File: config.mk
export PLATFORM = sky130hd
export DESIGN_NAME = bf16_pack_flat
export DESIGN_NICKNAME = d
export VERILOG_FILES = /design/src/rtl/bf16_pkg.sv /design/src/rtl/bf16_pack_if.sv /design/src/rtl/bf16_round.sv /design/src/rtl/bf16_pack.sv /design/src/flat_wrapper.sv
export SDC_FILE = /design/constraint.sdc
export NUM_CORES = 1
export LEC_CHECK = 0
export ABC_AREA = 1
export CORE_MARGIN = 5
export CORE_UTILIZATION = 58
export CTS_CLUSTER_DIAMETER = 30
export CTS_CLUSTER_SIZE = 40
export DETAILED_ROUTE_END_ITERATION = 16
export PLACE_DENSITY = 0.88
export SYNTH_ARGS = -nofsm -noshare
export SYNTH_HDL_FRONTEND = slang
export SYNTH_HIERARCHICAL = 1
export SYNTH_SLANG_ARGS = --single-unit
File: constraint.sdc
create_clock -name clk -period 4.4 [get_ports clk]
set_input_delay 1.1 -clock clk [delete_from_list [all_inputs] [get_ports clk]]
set_output_delay 1.1 -clock clk [all_outputs]
set_load 0.03 [all_outputs]
File: src/rtl/bf16_pkg.sv
// Shared bfloat16 definitions: result class encoding and packed-word constants.
// Imported by the classifier, the arithmetic units and the result packer.
package bf16_pkg;

    typedef enum logic [1:0] {
        FIN  = 2'd0,
        INF  = 2'd1,
        NAN  = 2'd2,
        ZERO = 2'd3
    } cls_e;

    localparam int unsigned BIAS    = 127;
    localparam int unsigned EXP_MAX = 255;

    localparam logic [15:0] QNAN     = 16'h7FC0;
    localparam logic [14:0] INF_MAG  = 15'h7F80;
    localparam logic [14:0] ZERO_MAG = 15'h0000;

endpackage

File: src/rtl/bf16_pack_if.sv
// Handshake bundle between the arithmetic datapath, the result packer and its consumer.
// master drives the unpacked result and out_ready; slave is the packer.
interface bf16_pack_if #(
    parameter int EXP_W  = 10,
    parameter int MANT_W = 16
) ();

    logic               in_valid;
    logic               in_ready;
    bf16_pkg::cls_e     in_cls;
    logic               in_sign;
    logic [EXP_W-1:0]   in_exp;
    logic [MANT_W-1:0]  in_mant;

    logic               out_valid;
    logic               out_ready;
    logic [15:0]        out_result;
    logic               out_overflow;
    logic               out_underflow;
    logic               out_inexact;

    modport master (
        output in_valid, in_cls, in_sign, in_exp, in_mant, out_ready,
        input  in_ready, out_valid, out_result, out_overflow, out_underflow, out_inexact
    );

    modport slave (
        input  in_valid, in_cls, in_sign, in_exp, in_mant, out_ready,
        output in_ready, out_valid, out_result, out_overflow, out_underflow, out_inexact
    );

endinterface

File: src/rtl/bf16_round.sv
// Round-to-nearest-even of a normalized mantissa to 8 kept bits (hidden + 7).
// Purely combinational; a carry out of the kept bits renormalizes to 0x80 and bumps exp.
module bf16_round #(
    parameter int MANT_W = 16,
    parameter int EW     = 11
) (
    input  logic [MANT_W-1:0] mant,
    input  logic [EW-1:0]     exp_in,
    output logic [7:0]        kept,
    output logic [EW-1:0]     exp_out,
    output logic              inexact,
    output logic              carry
);

    logic       guard;
    logic       sticky;
    logic       round_up;
    logic [8:0] sum;

    always_comb begin
        guard    = mant[MANT_W-9];
        sticky   = |mant[MANT_W-10:0];
        round_up = guard & (sticky | mant[MANT_W-8]);
        sum      = {1'b0, mant[MANT_W-1 -: 8]} + {8'd0, round_up};
        carry    = sum[8];
        kept     = carry ? 8'h80 : sum[7:0];
        exp_out  = exp_in + {{(EW-1){1'b0}}, carry};
        inexact  = guard | sticky;
    end

endmodule

File: src/rtl/bf16_pack.sv
// bfloat16 result packer: iterative normalize, round-to-nearest-even, range check,
// then hold the packed word and flags until the consumer takes it.
module bf16_pack
    import bf16_pkg::*;
#(
    parameter int EXP_W  = 10,
    parameter int MANT_W = 16
) (
    input  logic       clk,
    input  logic       rst,
    bf16_pack_if.slave pk
);

    localparam int EW = EXP_W + 1;

    typedef enum logic [1:0] {
        IDLE  = 2'd0,
        NORM  = 2'd1,
        ROUND = 2'd2,
        DONE  = 2'd3
    } state_e;

    state_e            state;
    logic [MANT_W-1:0] mant_r;
    logic [EW-1:0]     exp_r;
    logic              sign_r;

    logic [7:0]        rnd_kept;
    logic [EW-1:0]     rnd_exp;
    logic              rnd_inexact;
    logic              rnd_carry;
    logic              unused_rnd;

    logic              exp_hi;
    logic              exp_lo;

    bf16_round #(
        .MANT_W (MANT_W),
        .EW     (EW)
    ) u_round (
        .mant    (mant_r),
        .exp_in  (exp_r),
        .kept    (rnd_kept),
        .exp_out (rnd_exp),
        .inexact (rnd_inexact),
        .carry   (rnd_carry)
    );

    // Hidden bit is implied by normalization; carry is already folded into rnd_exp.
    assign unused_rnd = rnd_kept[7] ^ rnd_carry;

    assign exp_hi = !rnd_exp[EW-1] && (rnd_exp >= EW'(EXP_MAX));
    assign exp_lo = rnd_exp[EW-1] || (rnd_exp == '0);

    assign pk.in_ready = (state == IDLE);

    always_ff @(posedge clk) begin
        if (rst) begin
            state            <= IDLE;
            mant_r           <= '0;
            exp_r            <= '0;
            sign_r           <= 1'b0;
            pk.out_valid     <= 1'b0;
            pk.out_result    <= '0;
            pk.out_overflow  <= 1'b0;
            pk.out_underflow <= 1'b0;
            pk.out_inexact   <= 1'b0;
        end else begin
            case (state)
                IDLE: begin
                    if (pk.in_valid) begin
                        pk.out_overflow  <= 1'b0;
                        pk.out_underflow <= 1'b0;
                        pk.out_inexact   <= 1'b0;
                        case (pk.in_cls)
                            NAN: begin
                                pk.out_result <= QNAN;
                                pk.out_valid  <= 1'b1;
                                state         <= DONE;
                            end
                            INF: begin
                                pk.out_result <= {pk.in_sign, INF_MAG};
                                pk.out_valid  <= 1'b1;
                                state         <= DONE;
                            end
                            ZERO: begin
                                pk.out_result <= {pk.in_sign, ZERO_MAG};
                                pk.out_valid  <= 1'b1;
                                state         <= DONE;
                            end
                            default: begin
                                if (pk.in_mant == '0) begin
                                    pk.out_result <= {pk.in_sign, ZERO_MAG};
                                    pk.out_valid  <= 1'b1;
                                    state         <= DONE;
                                end else begin
                                    sign_r <= pk.in_sign;
                                    mant_r <= pk.in_mant;
                                    exp_r  <= {pk.in_exp[EXP_W-1], pk.in_exp};
                                    // Look one bit ahead so NORM spends exactly one cycle per leading zero.
                                    state  <= pk.in_mant[MANT_W-1] ? ROUND : NORM;
                                end
                            end
                        endcase
                    end
                end

                NORM: begin
                    mant_r <= {mant_r[MANT_W-2:0], 1'b0};
                    exp_r  <= exp_r - {{(EW-1){1'b0}}, 1'b1};
                    if (mant_r[MANT_W-2]) begin
                        state <= ROUND;
                    end
                end

                ROUND: begin
                    if (exp_hi) begin
                        pk.out_result   <= {sign_r, INF_MAG};
                        pk.out_overflow <= 1'b1;
                        pk.out_inexact  <= 1'b1;
                    end else if (exp_lo) begin
                        pk.out_result    <= {sign_r, ZERO_MAG};
                        pk.out_underflow <= 1'b1;
                        pk.out_inexact   <= 1'b1;
                    end else begin
                        pk.out_result  <= {sign_r, rnd_exp[7:0], rnd_kept[6:0]};
                        pk.out_inexact <= rnd_inexact;
                    end
                    pk.out_valid <= 1'b1;
                    state        <= DONE;
                end

                DONE: begin
                    if (pk.out_ready) begin
                        pk.out_valid <= 1'b0;
                        state        <= IDLE;
                    end
                end

                default: state <= IDLE;
            endcase
        end
    end

endmodule

File: src/flat_wrapper.sv
// flat-port wrapper written by rule: the top's interface ports become plain ports
module bf16_pack_flat import bf16_pkg::*;
#(
    parameter int EXP_W  = 10,
    parameter int MANT_W = 16
)
  (clk, rst, pk_in_valid, pk_in_cls, pk_in_sign, pk_in_exp, pk_in_mant, pk_out_ready, pk_in_ready, pk_out_valid, pk_out_result, pk_out_overflow, pk_out_underflow, pk_out_inexact);
  bf16_pack_if #(.EXP_W(EXP_W), .MANT_W(MANT_W)) pk_i ();
  input  logic clk;
  input  logic rst;
  input wire logic [$bits(pk_i.in_valid)-1:0] pk_in_valid;
  input wire logic [$bits(pk_i.in_cls)-1:0] pk_in_cls;
  input wire logic [$bits(pk_i.in_sign)-1:0] pk_in_sign;
  input wire logic [$bits(pk_i.in_exp)-1:0] pk_in_exp;
  input wire logic [$bits(pk_i.in_mant)-1:0] pk_in_mant;
  input wire logic [$bits(pk_i.out_ready)-1:0] pk_out_ready;
  output wire logic [$bits(pk_i.in_ready)-1:0] pk_in_ready;
  output wire logic [$bits(pk_i.out_valid)-1:0] pk_out_valid;
  output wire logic [$bits(pk_i.out_result)-1:0] pk_out_result;
  output wire logic [$bits(pk_i.out_overflow)-1:0] pk_out_overflow;
  output wire logic [$bits(pk_i.out_underflow)-1:0] pk_out_underflow;
  output wire logic [$bits(pk_i.out_inexact)-1:0] pk_out_inexact;
  assign pk_i.in_valid = pk_in_valid;
  assign pk_i.in_cls = pk_in_cls;
  assign pk_i.in_sign = pk_in_sign;
  assign pk_i.in_exp = pk_in_exp;
  assign pk_i.in_mant = pk_in_mant;
  assign pk_i.out_ready = pk_out_ready;
  assign pk_in_ready = pk_i.in_ready;
  assign pk_out_valid = pk_i.out_valid;
  assign pk_out_result = pk_i.out_result;
  assign pk_out_overflow = pk_i.out_overflow;
  assign pk_out_underflow = pk_i.out_underflow;
  assign pk_out_inexact = pk_i.out_inexact;
  bf16_pack #(.EXP_W(EXP_W), .MANT_W(MANT_W)) u_core (.clk(clk), .rst(rst), .pk(pk_i));
endmodule
# After elaboration in Yosys (flattened, before gate mapping)
# Cells that the tools add are included.
[totals] out_inout_bits=21 inputBits=33 register_bits=50 wordCells=89
[op_classes] n_lt_le_gt_ge=1 n_eq_ne=16 bitwise_logic=5 n_reduce_logical=19 mux=36 addsub=3
[ops] operator="$mux W16" count=5
[ops] operator="$pmux W16 S2" count=2
[ops] operator="$pmux W16 S3" count=1
[ops] operator="$mux W11" count=3
[ops] operator="$mux W15" count=2
[ops] operator="$pmux W11 S2" count=1
[ops] operator="$logic_not A16 Y1" count=1
[ops] operator="$reduce_and A4 Y1" count=4
[ops] operator="$mux W2" count=6
[ops] operator="$add A11 B1 Y11" count=1
[ops] operator="$ge A11 B8 Y1 const B" count=1
[ops] operator="$logic_not A11 Y1" count=1
[ops] operator="$sub A11 B1 Y11 const B" count=1
[ops] operator="$mux W1" count=10
[ops] operator="$ne A2 B2 Y1 const B" count=5
[ops] operator="$add A8 B1 Y9" count=1
[ops] operator="$reduce_and A3 Y1" count=3
[ops] operator="$eq A2 B2 Y1 const B" count=4
[ops] operator="$pmux W2 S4" count=1
[ops] operator="$mux W7" count=1
[ops] operator="$reduce_or A7 Y1" count=1
[ops] operator="$ne A2 B1 Y1 const B" count=3
[ops] operator="$pmux W1 S2" count=3
[ops] operator="$ne A5 B1 Y1 const B" count=1
[ops] operator="other kinds (14)" count=18

# Depth between registers and ports, before layout
[logic_depth] depth_word=10 mapped_depth=23 depth_no_buf=22

# Hierarchy
# Netlist, hierarchy kept.
[by_module_without_submodules] module="bf16_pack" seq_area_each_um2=1001.0 instances=1 area_per_inst_um2=2929.1 cells_each=478
[by_module_without_submodules] module="bf16_round" seq_area_each_um2=0.0 instances=1 area_per_inst_um2=452.9 cells_each=83

# Least setup slack after synthesis
# OpenSTA, ideal clock, no wires.
[synth_timing] kind="register to register" from="register u_core.mant_r[7]" to="register u_core.pk.out_inexact" period_less_slack_ns=2.702 path_buffers=1 path_stages_with_launch=22 arrival_ns=2.572 setup_ns=0.130 path_slack_ns=1.698 required_time_ns=4.270 cell_sequence="dfxtp_1 > nand2_2 > inv_1 > ha_1 > nand2_1 > inv_2 > nand3_1 > inv_2 > ha_1 > ha_1 > nand3_2 > nor2_4 > nand2_1 > xnor2_1 > nor2_1 > nand2_1 > nor2_1 > nor2_2 > buf_2 > nand2_1 > nand3_1 > a21oi_1"
[synth_via] elab_chain_cells=8 word_cells_on_any_way=12 cone_classes="add/sub: 2; order compare: 1; mux: 3; bitwise: 2; reduce/logical: 4"
[synth_rtl] item="start: declaration" line="bf16_pack.sv:24" rtl="logic [MANT_W-1:0] mant_r;"
[synth_rtl] item="start signal: assignment" line="bf16_pack.sv:98" rtl="mant_r <= pk.in_mant;"
[synth_rtl] item="start signal: assignment" line="bf16_pack.sv:109" rtl="mant_r <= {mant_r[MANT_W-2:0], 1'b0};"
[synth_rtl] item="$and A1 B1 Y1 *" line="bf16_round.sv:23" rtl="round_up = guard & (sticky | mant[MANT_W-8]);"
[synth_rtl] item="$add A8 B1 Y9 *" line="bf16_round.sv:24" rtl="sum = {1'b0, mant[MANT_W-1 -: 8]} + {8'd0, round_up};"
[synth_rtl] item="via u_core.rnd_carry" line="bf16_pack.sv:31" rtl="logic rnd_carry;"
[synth_rtl] item="$add A11 B1 Y11 *" line="bf16_round.sv:27" rtl="exp_out = exp_in + {{(EW-1){1'b0}}, carry};"
[synth_rtl] item="via u_core.rnd_exp[6]" line="bf16_pack.sv:29" rtl="logic [EW-1:0] rnd_exp;"
[synth_rtl] item="parallel branches: the longest is 3 deep, another holds $ge A11 B8 Y1"
[synth_rtl] item="$mux W1 *" line="bf16_pack.sv:117" rtl="if (exp_hi) begin"
[synth_rtl] item="$pmux W1 S2 *" line="bf16_pack.sv:69" rtl="case (state)"
[synth_rtl] item="end signal: assignment" line="bf16_pack.sv:127" rtl="pk.out_inexact <= rnd_inexact;"
[synth_rtl] item="end: declaration" line="bf16_pack_if.sv:29" rtl="output in_ready, out_valid, out_result, out_overflow, out_underflow, out_inexact"
# Mark *: on every way through the listed nets, which the timed path passes.
# A chain may end at the register's enable or synchronous reset.

# Worst setup path in the final report
[layout_timing] from="register u_core.mant_r[8]" to="register u_core.pk.out_result[2]"
[layout_via] elab_chain_cells=9 word_cells_on_any_way=13 cone_classes="add/sub: 2; order compare: 1; mux: 4; bitwise: 2; reduce/logical: 4"
[layout_rtl] item="$or A1 B1 Y1" line="bf16_round.sv:23"
[layout_rtl] item="$and A1 B1 Y1" line="bf16_round.sv:23"
[layout_rtl] item="$add A8 B1 Y9 *" line="bf16_round.sv:24"
[layout_rtl] item="via u_core.rnd_carry" line="bf16_pack.sv:31"
[layout_rtl] item="$add A11 B1 Y11 *" line="bf16_round.sv:27"
[layout_rtl] item="via u_core.rnd_exp[6]" line="bf16_pack.sv:29"
[layout_rtl] item="parallel branches: the longest is 3 deep, another holds $ge A11 B8 Y1"
[layout_rtl] item="$mux W15 *" line="bf16_pack.sv:117"
[layout_rtl] item="$pmux W16 S2 *" line="bf16_pack.sv:69"
[layout_rtl] item="end signal: assignment" line="bf16_pack.sv:118" rtl="pk.out_result <= {sign_r, INF_MAG};"
[layout_rtl] item="end signal: assignment" line="bf16_pack.sv:122" rtl="pk.out_result <= {sign_r, ZERO_MAG};"
[layout_rtl] item="end signal: assignment" line="bf16_pack.sv:126" rtl="pk.out_result <= {sign_r, rnd_exp[7:0], rnd_kept[6:0]};"
[layout_rtl] item="end: declaration" line="bf16_pack_if.sv:29"
# Marks and branches as above.

==> flow_summary_export.csv <==
group,metric,value,unit
route,wl_per_cell,12.16,um
hold_path,hp-class,"register to register",
setup_path,cp_common_cell,"nand2_1",
layout,drive_gt1_share,5.175,%
grt,overflow,0,
setup_path,crit_arrival,3600,ps
timing,rsz0062_at_grt,"false",
setup_path,critPathLaunchType,"register",
power,intPower,1.459,mW
timing,fin_ws,1045,ps
die,coreArea,5574,sq um
die,die_h,86.07,um
clocking,post-cts-setup-buffers,0,
clocking,holdBufCountCts,0,
setup_path,cp_slowest_cell,"nor2_2",
timing,finalSetupTns,0,ps
layout,nets,646,
setup_path,rrSetupSlack,1040,ps
timing,fin_skew,6.858,ps
grt,antenna_found_initial,0,
run_status,status,"finished, final reports clean",
layout,design_area,3994,sq um
grt,grt_pass1_vias,3221,
setup_path,critPathMaxFanout,16,
layout,utilization,71.65,%
setup_path,worst_setup_path_end_kind,"register",
placement,dp_hpwl,6124,um
clocking,clock_path_buffers,2,
clocking,clk_pin_slew_worst_paths,90,ps
yosys,synth_nets,603,
timing,fin_crit,3355,ps
timing,slew_violations,0,
route,ant_nets,0,
route,drc,0,
route,vias,3499,
grt,grt_max_degree,42,
die,initial_core_util,60.20,%
die,die_w,86.07,um
yosys,syn_area,3356,sq um
route,drt_first_pass_iters,5,
clocking,cts_tree,"done",
route,vias_per_cell,5.215,
layout,diodes,0,
placement,io_buffers,53,
timing,period_share,76.26,%
timing,hold-worst-slack,477.6,ps
yosys,synth_warnings,6,
clocking,htreeDepth,2,
placement,pre_cts_slack,1148,ps
setup_path,worst_ep_required_time,4650,ps
timing,max-slew-margin-rel,52.85,%
timing,setup_violations,0,
clocking,cts_sinks,50,
power,leakagePower,1.891,nW
power,seqPwrFrac,28.1,%
setup_path,criticalPathCategory,"register to register",
die,rows,27,
power,vdd_drop_max,417.4,uV
timing,hold_violations,0,
setup_path,slowest_delay,430,ps
timing,max_freq,298.0,MHz
power,swShare,51.51,%
power,p_sw,1.551,mW
clocking,cts-root-buf,"clkbuf_8",
route,drt-total-wl,8161,um
die,dieArea,7407,sq um
grt,track_usage,22.52,%
route,first_iter_violations,238,
grt,grt_pass1_wl,13900,um
layout,layout-area-overhead-vs-synth,19.02,%
placement,place.gp.congestion,0.8714,
timing,tightestPinTransition,707.2,ps
yosys,syn_avg_cell_area,6.046,sq um
clocking,cts_resized,0,
setup_path,path_cells,"nand2_2 -> inv_1 -> ha_1 -> nand2_1 -> inv_2 -> nand3_1 -> inv_2 -> ha_1 -> ha_1 -> nand3_2 -> nor2_4 -> nand2_1 -> xnor2_1 -> nor2_1 -> nand2_1 -> nor2_1 -> nor2_2 -> nand4_1 -> nand2_1 -> nand2_1 -> nor2_1",
yosys,netlist_instances,555,
power,power_density,753.7,nW/um^2
power,p_clk_share,10.9,%
clocking,cts_buffers,5,
power,comb_power_share,61.1,%
die,ios,54,
placement,post_dp_cell_area,3884,sq um
job,maxCapViolations,0,
clocking,clock_latency,310,ps
layout by cell type, fill, tap and decap left out, types with 2 or more instances in the layout:
| cell | n |
|---|---|
| a21oi_1 | 25 |
| buf_4 | 3 |
| clkbuf_8 | 5 |
| clkdlybuf4s50_1 | 53 |
| dfxtp_1 | 50 |
| ha_1 | 15 |
| inv_1 | 60 |
| inv_2 | 5 |
| nand2_1 | 172 |
| nand2_2 | 4 |
| nand3_1 | 33 |
| nand3_2 | 2 |
| nand3b_1 | 2 |
| nand4_1 | 8 |
| nor2_1 | 102 |
| nor2_2 | 2 |
| nor2_4 | 2 |
| nor3_1 | 3 |
| o21ai_0 | 29 |
| xnor2_1 | 2 |
| xor2_1 | 7 |
power by group through the flow:
stage / combinational [mW] / clock [mW] / sequential, mW
finish: 1.84 / 0.327 / 0.845
global route: 2.07 / 0.356 / 0.878
CTS: 1.83 / 0.333 / 0.842
detailed placement: 1.81 / 0 / 0.853
global placement: 1.75 / 0 / 0.842
floorplan: 1.27 / 0 / 0.957
sequential cells by signal, indices dropped and copies added (netlist names):
register / cells
u_core/pk.out_valid: 1
u_core/state: 2
u_core/pk.out_result: 16
u_core/pk.out_inexact: 1
u_core/mant_r: 16
u_core/exp_r: 11
u_core/pk.out_underflow: 1
u_core/pk.out_overflow: 1
u_core/sign_r: 1
area by class of cell:
type                       instances  area [sq um]
timing repair buffer              56         553.0
tap                               72         90.09
sequential                        50          1001
clock buffer                       6         72.57
inverter                          66         250.2
fill                             486          1580
clock inverter                     2         37.54
multi-input combinational        419          1989
routing by layer:
metal | GRT usage [%] | share of wire (%) | vias to the layer above
li1 | - | - | 1806
met1 | 27.82 | 43 | 1559
met5 | 0 | 0 | -
met2 | 40.50 | 50 | 124
met4 | 5.180 | 0.81 | 0
met3 | 3.842 | 6.5 | 10
final timing paths:
check / start / to / depth (start not counted)
setup / recovery: u_core/mant_r[8]$_SDFFE_PP0P_ / u_core/pk.out_result[2]$_SDFFE_PP0P_ / 21
hold / removal: u_core/sign_r$_SDFFE_PP0P_ / u_core/sign_r$_SDFFE_PP0P_ / 2
setup reg to reg: u_core/mant_r[8]$_SDFFE_PP0P_ / u_core/pk.out_result[2]$_SDFFE_PP0P_ / 21
hold reg to reg: u_core/sign_r$_SDFFE_PP0P_ / u_core/sign_r$_SDFFE_PP0P_ / 2
critical path, delay by kind of cell (launching register included):
kind / cells / cell delay (ps)
buffers and inverters: 3 / 270
AND/OR/NAND/NOR: 14 / 1790
flip-flops: 1 / 410
adder cells (fa/ha/maj): 3 / 560
XOR/XNOR: 1 / 270
stage by stage:
step,cells,total power [mW]
floorplan,555,2.226
global placement,663,2.591
detailed placement,663,2.667
CTS,671,3.001
global route,671,3.306
finish,671,3.010
(Power assumes the default switching activity.)
